**src/rtl/pipe_sub_pkg.sv**
```systemverilog
// pipe_sub_pkg: shared widths and stage payload types for the pipelined subtractor
package pipe_sub_pkg;
    localparam int DW = 32;
    localparam int HW = 16;
    // Everything S2 needs to finish the upper half and the flags
    typedef struct packed {
        logic [HW-1:0] d_lo;
        logic          c16;
        logic [HW-1:0] a_hi;
        logic [HW-1:0] nb_hi;
        logic          a_msb;
        logic          b_msb;
    } s1_t;
    typedef struct packed {
        logic [DW-1:0] d;
        logic          bo;
        logic          ov;
        logic          z;
    } s2_t;
endpackage

```
**src/rtl/pipe_sub_32bits_if.sv**
```systemverilog
// pipe_sub_32bits_if: operand/result valid-ready bus of the subtractor
// master: producer/consumer side; slave: the subtractor
interface pipe_sub_32bits_if;
    logic                       in_valid;
    logic                       in_ready;
    logic [pipe_sub_pkg::DW-1:0] a;
    logic [pipe_sub_pkg::DW-1:0] b;
    logic                       bi;
    logic                       out_valid;
    logic                       out_ready;
    logic [pipe_sub_pkg::DW-1:0] d;
    logic                       bo;
    logic                       ov;
    logic                       z;
    modport master (output in_valid, a, b, bi, out_ready, input in_ready, out_valid, d, bo, ov, z);
    modport slave (input in_valid, a, b, bi, out_ready, output in_ready, out_valid, d, bo, ov, z);
endinterface

```
**src/rtl/pipe_sub_32bits_cla16_slice.sv**
```systemverilog
// cla16_slice: 16-bit two-level carry-lookahead adder
// x, y: addends; cin: carry-in; s: sum; cout: carry out of bit 15
module cla16_slice (
    input  logic [15:0] x,
    input  logic [15:0] y,
    input  logic        cin,
    output logic [15:0] s,
    output logic        cout
);
    logic [15:0] p, g, c;
    logic [3:0]  gp, gg;
    logic [4:0]  gc;
    logic        cc;
    always_comb begin
        p = x ^ y;
        g = x & y;
        for (int i = 0; i < 4; i++) begin
            gp[i] = &p[4*i +: 4];
            gg[i] = g[4*i+3] | (p[4*i+3] & g[4*i+2]) | (&p[4*i+2 +: 2] & g[4*i+1]) | (&p[4*i+1 +: 3] & g[4*i]);
        end
        // second-level lookahead: group carries directly from cin
        gc[0] = cin;
        gc[1] = gg[0] | (gp[0] & cin);
        gc[2] = gg[1] | (gp[1] & gg[0]) | (&gp[1:0] & cin);
        gc[3] = gg[2] | (gp[2] & gg[1]) | (&gp[2:1] & gg[0]) | (&gp[2:0] & cin);
        gc[4] = gg[3] | (gp[3] & gg[2]) | (&gp[3:2] & gg[1]) | (&gp[3:1] & gg[0]) | (&gp[3:0] & cin);
        for (int i = 0; i < 4; i++) begin
            cc = gc[i];
            for (int j = 0; j < 4; j++) begin
                c[4*i+j] = cc;
                cc = g[4*i+j] | (p[4*i+j] & cc);
            end
        end
        s = p ^ c;
        cout = gc[4];
    end
endmodule

```
**src/rtl/pipe_sub_32bits.sv**
```systemverilog
// pipe_sub_32bits: two-stage pipelined d = a - b - bi with borrow, overflow and zero flags
// clk, rst (async, active-high); bus: slave side of pipe_sub_32bits_if
module pipe_sub_32bits
    import pipe_sub_pkg::*;
(
    input  logic               clk,
    input  logic               rst,
    pipe_sub_32bits_if.slave   bus
);
    logic          s1_v, s2_v, s1_adv, s2_adv;
    s1_t           s1_q, s1_n;
    s2_t           s2_q, s2_n;
    logic [HW-1:0] lo_s, hi_s;
    logic          lo_c, hi_c;
    logic [DW-1:0] d_full;
    // subtraction as a + ~b + ~bi
    cla16_slice u_lo (.x(bus.a[HW-1:0]), .y(~bus.b[HW-1:0]), .cin(~bus.bi), .s(lo_s), .cout(lo_c));
    cla16_slice u_hi (.x(s1_q.a_hi), .y(s1_q.nb_hi), .cin(s1_q.c16), .s(hi_s), .cout(hi_c));
    assign s2_adv = ~s2_v | bus.out_ready;
    assign s1_adv = ~s1_v | s2_adv;
    assign d_full = {hi_s, s1_q.d_lo};
    assign s1_n = '{d_lo: lo_s, c16: lo_c, a_hi: bus.a[DW-1:HW], nb_hi: ~bus.b[DW-1:HW],
                    a_msb: bus.a[DW-1], b_msb: bus.b[DW-1]};
    assign s2_n = '{d: d_full, bo: ~hi_c, ov: (s1_q.a_msb ^ s1_q.b_msb) & (hi_s[HW-1] ^ s1_q.a_msb),
                    z: ~|d_full};
    always_ff @(posedge clk or posedge rst) begin
        if (rst) begin
            s1_v <= 1'b0;
            s2_v <= 1'b0;
            s1_q <= '0;
            s2_q <= '0;
        end else begin
            if (s1_adv) begin
                s1_v <= bus.in_valid;
                s1_q <= s1_n;
            end
            if (s2_adv) begin
                s2_v <= s1_v;
                s2_q <= s2_n;
            end
        end
    end
    assign bus.in_ready  = s1_adv;
    assign bus.out_valid = s2_v;
    assign bus.d         = s2_q.d;
    assign bus.bo        = s2_q.bo;
    assign bus.ov        = s2_q.ov;
    assign bus.z         = s2_q.z;
endmodule
```
**src/flat_wrapper.sv**
```systemverilog
// flat-port wrapper written by rule: the top's interface ports become plain ports
module pipe_sub_32bits_flat import pipe_sub_pkg::*;
  (clk, rst, bus_in_valid, bus_a, bus_b, bus_bi, bus_out_ready, bus_in_ready, bus_out_valid, bus_d, bus_bo, bus_ov, bus_z);
  pipe_sub_32bits_if bus_i ();
  input  logic clk;
  input  logic rst;
  input wire logic [$bits(bus_i.in_valid)-1:0] bus_in_valid;
  input wire logic [$bits(bus_i.a)-1:0] bus_a;
  input wire logic [$bits(bus_i.b)-1:0] bus_b;
  input wire logic [$bits(bus_i.bi)-1:0] bus_bi;
  input wire logic [$bits(bus_i.out_ready)-1:0] bus_out_ready;
  output wire logic [$bits(bus_i.in_ready)-1:0] bus_in_ready;
  output wire logic [$bits(bus_i.out_valid)-1:0] bus_out_valid;
  output wire logic [$bits(bus_i.d)-1:0] bus_d;
  output wire logic [$bits(bus_i.bo)-1:0] bus_bo;
  output wire logic [$bits(bus_i.ov)-1:0] bus_ov;
  output wire logic [$bits(bus_i.z)-1:0] bus_z;
  assign bus_i.in_valid = bus_in_valid;
  assign bus_i.a = bus_a;
  assign bus_i.b = bus_b;
  assign bus_i.bi = bus_bi;
  assign bus_i.out_ready = bus_out_ready;
  assign bus_in_ready = bus_i.in_ready;
  assign bus_out_valid = bus_i.out_valid;
  assign bus_d = bus_i.d;
  assign bus_bo = bus_i.bo;
  assign bus_ov = bus_i.ov;
  assign bus_z = bus_i.z;
  pipe_sub_32bits u_core (.clk(clk), .rst(rst), .bus(bus_i));
endmodule
```
**config.mk**
```make
export PLATFORM = sky130hd
export DESIGN_NAME = pipe_sub_32bits_flat
export DESIGN_NICKNAME = d
export VERILOG_FILES = /design/src/rtl/pipe_sub_pkg.sv /design/src/rtl/pipe_sub_32bits_if.sv /design/src/rtl/pipe_sub_32bits_cla16_slice.sv /design/src/rtl/pipe_sub_32bits.sv /design/src/flat_wrapper.sv
export SDC_FILE = /design/constraint.sdc
export NUM_CORES = 1
export LEC_CHECK = 0
export CAP_MARGIN = 20
export CORE_ASPECT_RATIO = 1.2
export CORE_MARGIN = 2
export CORE_UTILIZATION = 45
export DETAILED_ROUTE_END_ITERATION = 8
export HOLD_SLACK_MARGIN = 0.12
export PLACE_DENSITY = 0.73
export SLEW_MARGIN = 20
export SYNTH_ARGS = -nofsm -noshare
export SYNTH_HDL_FRONTEND = slang
export SYNTH_SLANG_ARGS = --single-unit
```
**constraint.sdc**
```tcl
create_clock -name clk -period 4.3 [get_ports clk]
set_clock_uncertainty 0.05 [all_clocks]
set_input_delay 0.86 -clock clk [delete_from_list [all_inputs] [get_ports clk]]
set_output_delay 0.86 -clock clk [all_outputs]
set_load 0.03 [all_outputs]
```
==> summary.md <==
| Metric | Value |
|---|---|
| Total negative setup slack | `0 ns` |
| Via count of the first global-routing pass | `3,752` |
| Layout overhead on the synthesized area | `31.5%` |
| Total nets after synthesis | `588` |
| Area of the die | `11,100 um2` |
| Total number of vias | `3,569` |
| CTS tree | `yes` |
| Class of the most critical hold timing path | `flop to flop` |
| Synth cell count leaders | `sky130_fd_sc_hd__nand2_1, sky130_fd_sc_hd__dfrtp_1, sky130_fd_sc_hd__a21oi_1` |
| Max frequency | `0.263 GHz` |
| Most common cell in the synthesized netlist | `sky130_fd_sc_hd__nand2_1` |
| Crit. End Element | `flop` |
| # H-tree levels | `3` |
| Required time at the endpoint of the critical path | `4.50 ns` |
| Cell area after placement | `5810 um2` |
| Shortest clock period the worst path allows after layout | `3.81 ns` |
| Final-report max-slew violation count | `0` |
| Remaining DRCs | `0` |
| Crit start category | `flop` |
| Post-synthesis cell area | `4640 um2` |
| Horizontal extent of the die | `96.7 um` |
| Gates resized, CTS repair | `0` |
| Number of cells on the worst hold path | `2` |
| Beginning of the worst register-to-register path | `u_core.s1_q[2]` |
| Unrepaired setup endpoints after global routing | `no` |
| Effective utilization at floorplan | `0.463` |
| I/O Pins | `106` |
| Cell leakage power | `2.83 nW` |
| Maximum buffer depth of the clock tree | `2` |
| Site row count | `40` |
| Synthesis-stage register bit count | `87` |
| FF-to-FF setup slack | `0.49 ns` |
| Routed wirelength normalized by instance count | `15.2 um` |
| Summed area of non-filler cells in the final layout | `6100 um2` |
| Proportion of layout cells with a drive suffix above 1 | `0.0701` |
| Maximum fanout along the worst path | `4` |
| Count of clock tree sinks | `87` |
| Number of antenna violations at the first check in global routing | `0` |
| Number of instances in the synthesized netlist | `463` |
| Final Hold Viols | `0` |
| Final critical-path share of the clock period | `0.886` |
| Reg-to-reg critical path endpoint | `u_core.bus.ov` |
| Hold endpoint | `u_core.bus.d[10]` |
| Clock root buffer | `sky130_fd_sc_hd__clkbuf_16` |
| Post-synth cell types | `36` |
| Yosys top cell by area | `sky130_fd_sc_hd__dfrtp_1` |
| Clock transition at path regs | `0.06 ns` |
| Count of yosys warnings during synthesis | `0` |
| Routability Congestion | `0.812` |
| Clock Latency Late Sink | `0.33 ns` |
| PortBufs | `105` |
| Post-synthesis async set-or-reset flop share | `1.00` |
| EDFF count, synth | `0` |
| Number of nets with antenna violations after detailed routing | `0` |
| NumNets Final | `691` |
| Total of endpoints with negative setup slack in the final report | `0` |
| Largest cells by area after synthesis | `sky130_fd_sc_hd__dfrtp_1, sky130_fd_sc_hd__fa_1, sky130_fd_sc_hd__ha_1, sky130_fd_sc_hd__nand2_1, sky130_fd_sc_hd__a21oi_1` |
| Setup CP Type | `flop to flop` |
| HPWL reported at the end of detailed placement | `8430 um` |
| Worst IR Drop VDD | `0.221 mV` |
| WL final | `10,600 um` |
| Std-Cell Core Area | `10,000 um2` |
| CTS hold repair buffers | `0` |
| Worst EP arrival | `4.01 ns` |
| Most frequently used flop master after synthesis | `sky130_fd_sc_hd__dfrtp_1` |
| Die height | `115 um` |
| Status | `finished clean` |
| Slew headroom | `0.448` |
| Mean Syn Cell Area | `10.0 um2` |
| Sum of overflow across all layers after global routing | `0` |
| Number of DRC violations after detailed-routing iteration 0 | `156` |
| Cell Pwr Density | `466 nW/um2` |
| Count of inserted antenna diode cells | `0` |
| Post-CTS setup buffer count | `0` |
| Number of buffers inserted during clock tree synthesis | `9` |
| Synth top area share | `0.469` |
| Global-route wire length before repair | `17,600 um` |
| Iteration count of the initial detailed-routing pass | `4` |
| Reg2Reg Depth | `11` |
| Total global routing track utilization | `0.199` |
| Routed vias/inst | `5.12` |
| Proportion of synthesized chip area in sequential cells | `0.469` |
| # Max-Cap Violations | `0` |
| Pin count of the biggest net entering global routing | `87` |
| Transition time at the pin with the least slew margin | `0.828 ns` |
| Worst hold start | `u_core.bus.d[10]` |
cells in the final DEF, fill, tap and decap left out, types with 2 or more instances in the layout:
cell,n
sky130_fd_sc_hd__inv_1,40
sky130_fd_sc_hd__nor2b_1,4
sky130_fd_sc_hd__nand3b_1,2
sky130_fd_sc_hd__clkinv_2,4
sky130_fd_sc_hd__or3b_2,2
sky130_fd_sc_hd__nor2_1,41
sky130_fd_sc_hd__o21ai_0,10
sky130_fd_sc_hd__xnor2_1,2
sky130_fd_sc_hd__dfrtp_1,87
sky130_fd_sc_hd__buf_4,4
sky130_fd_sc_hd__o31ai_1,2
sky130_fd_sc_hd__a21oi_1,53
sky130_fd_sc_hd__mux2_2,14
sky130_fd_sc_hd__ha_1,32
sky130_fd_sc_hd__clkbuf_1,2
sky130_fd_sc_hd__nand2_1,91
sky130_fd_sc_hd__nor3_1,3
sky130_fd_sc_hd__xor2_1,6
sky130_fd_sc_hd__nand2b_1,3
sky130_fd_sc_hd__fa_1,24
sky130_fd_sc_hd__clkbuf_16,9
sky130_fd_sc_hd__nand3_1,3
sky130_fd_sc_hd__nand4_1,4
sky130_fd_sc_hd__nor4_1,8
sky130_fd_sc_hd__clkdlybuf4s50_1,105
area by class of cell:
type / instances / area [um2]
fillers: 891 / 3910
well taps: 126 / 158
repair buffers: 109 / 1080
clock buffers: 12 / 246
clock inverters: 4 / 45.0
flip-flops and latches: 87 / 2180
multi-input cells: 318 / 2240
inverters: 41 / 155
cells by family (layout without fill, tap and decap cells):
logic type      count (synthesis)  after routing  share of synthesized area
simple gates                  168            168                      0.157
buf+inv                        58            166                     0.0486
compound gates                 72             72                     0.0858
flops                          87             87                      0.469
xor+xnor                        8              8                     0.0151
fa+ha+maj                      56             56                      0.190
mux                            14             14                     0.0340
worst max-delay path by stage:
stage,startpoint,end,slack [ns],cells past startpoint
2_1_floorplan,u_core.s1_q[2],u_core.bus.ov,0.82,11
3_5_place_dp,bus_b[6],u_core.d_full[15],0.36,12
6_report,u_core.s1_q[2],u_core.bus.ov,0.49,11
3_3_place_gp,bus_b[6],u_core.d_full[15],0.44,12
5_1_grt,u_core.s1_q[2],u_core.bus.ov,0.32,11
4_1_cts,u_core.s1_q[4],u_core.bus.ov,0.47,11
metrics by stage:
step                hold slack [ns]  utilization  cells  total power [W]  setup slack [ns]
floorplan                     0.419            -    463          0.00167             0.816
global placement              0.403        0.580    681          0.00207             0.442
detailed placement            0.407        0.580    681          0.00210             0.356
CTS                           0.421        0.610    697          0.00287             0.470
global route                  0.429        0.610    697          0.00300             0.317
finish                        0.413        0.610    697          0.00284             0.491
worst max-delay path: stages, from the launching register on:
cell and delay (ns):
sky130_fd_sc_hd__dfrtp_1 0.40, sky130_fd_sc_hd__ha_1 0.30, sky130_fd_sc_hd__a21oi_1 0.15, sky130_fd_sc_hd__nor2_1 0.07
sky130_fd_sc_hd__o31ai_1 0.34, sky130_fd_sc_hd__nand3b_1 0.18, sky130_fd_sc_hd__fa_1 0.49, sky130_fd_sc_hd__fa_1 0.48
sky130_fd_sc_hd__fa_1 0.44, sky130_fd_sc_hd__xnor2_1 0.19, sky130_fd_sc_hd__or3b_2 0.46, sky130_fd_sc_hd__a31oi_1 0.17
routing by layer:
layer | track usage | vias to the layer above | wire [um]
li1 | - | 1735 | -
met1 | 0.254 | 1727 | 4620
met2 | 0.345 | 92 | 5380
met3 | 0.0255 | 15 | 374
met4 | 0.0864 | 0 | 229
met5 | 0 | - | 0
state kept, by name, indices dropped and copies added (netlist names):
register	cells
u_core.bus.d	32
u_core.bus.z	1
u_core.bus.bo	1
u_core.bus.out_valid	1
u_core.bus.ov	1
u_core.s1_v	1
u_core.s1_q	34
u_core.d_full	16
power by group:
part | switching [W] | internal [W] | leakage (nW)
Combinational | 0.000548 | 0.000426 | 1.67
Clock | 0.000299 | 0.000463 | 0.146
Sequential | 0.000124 | 0.000984 | 1.01
Total | 0.000970 | 0.00187 | 2.83
(Power assumes the default switching activity.)
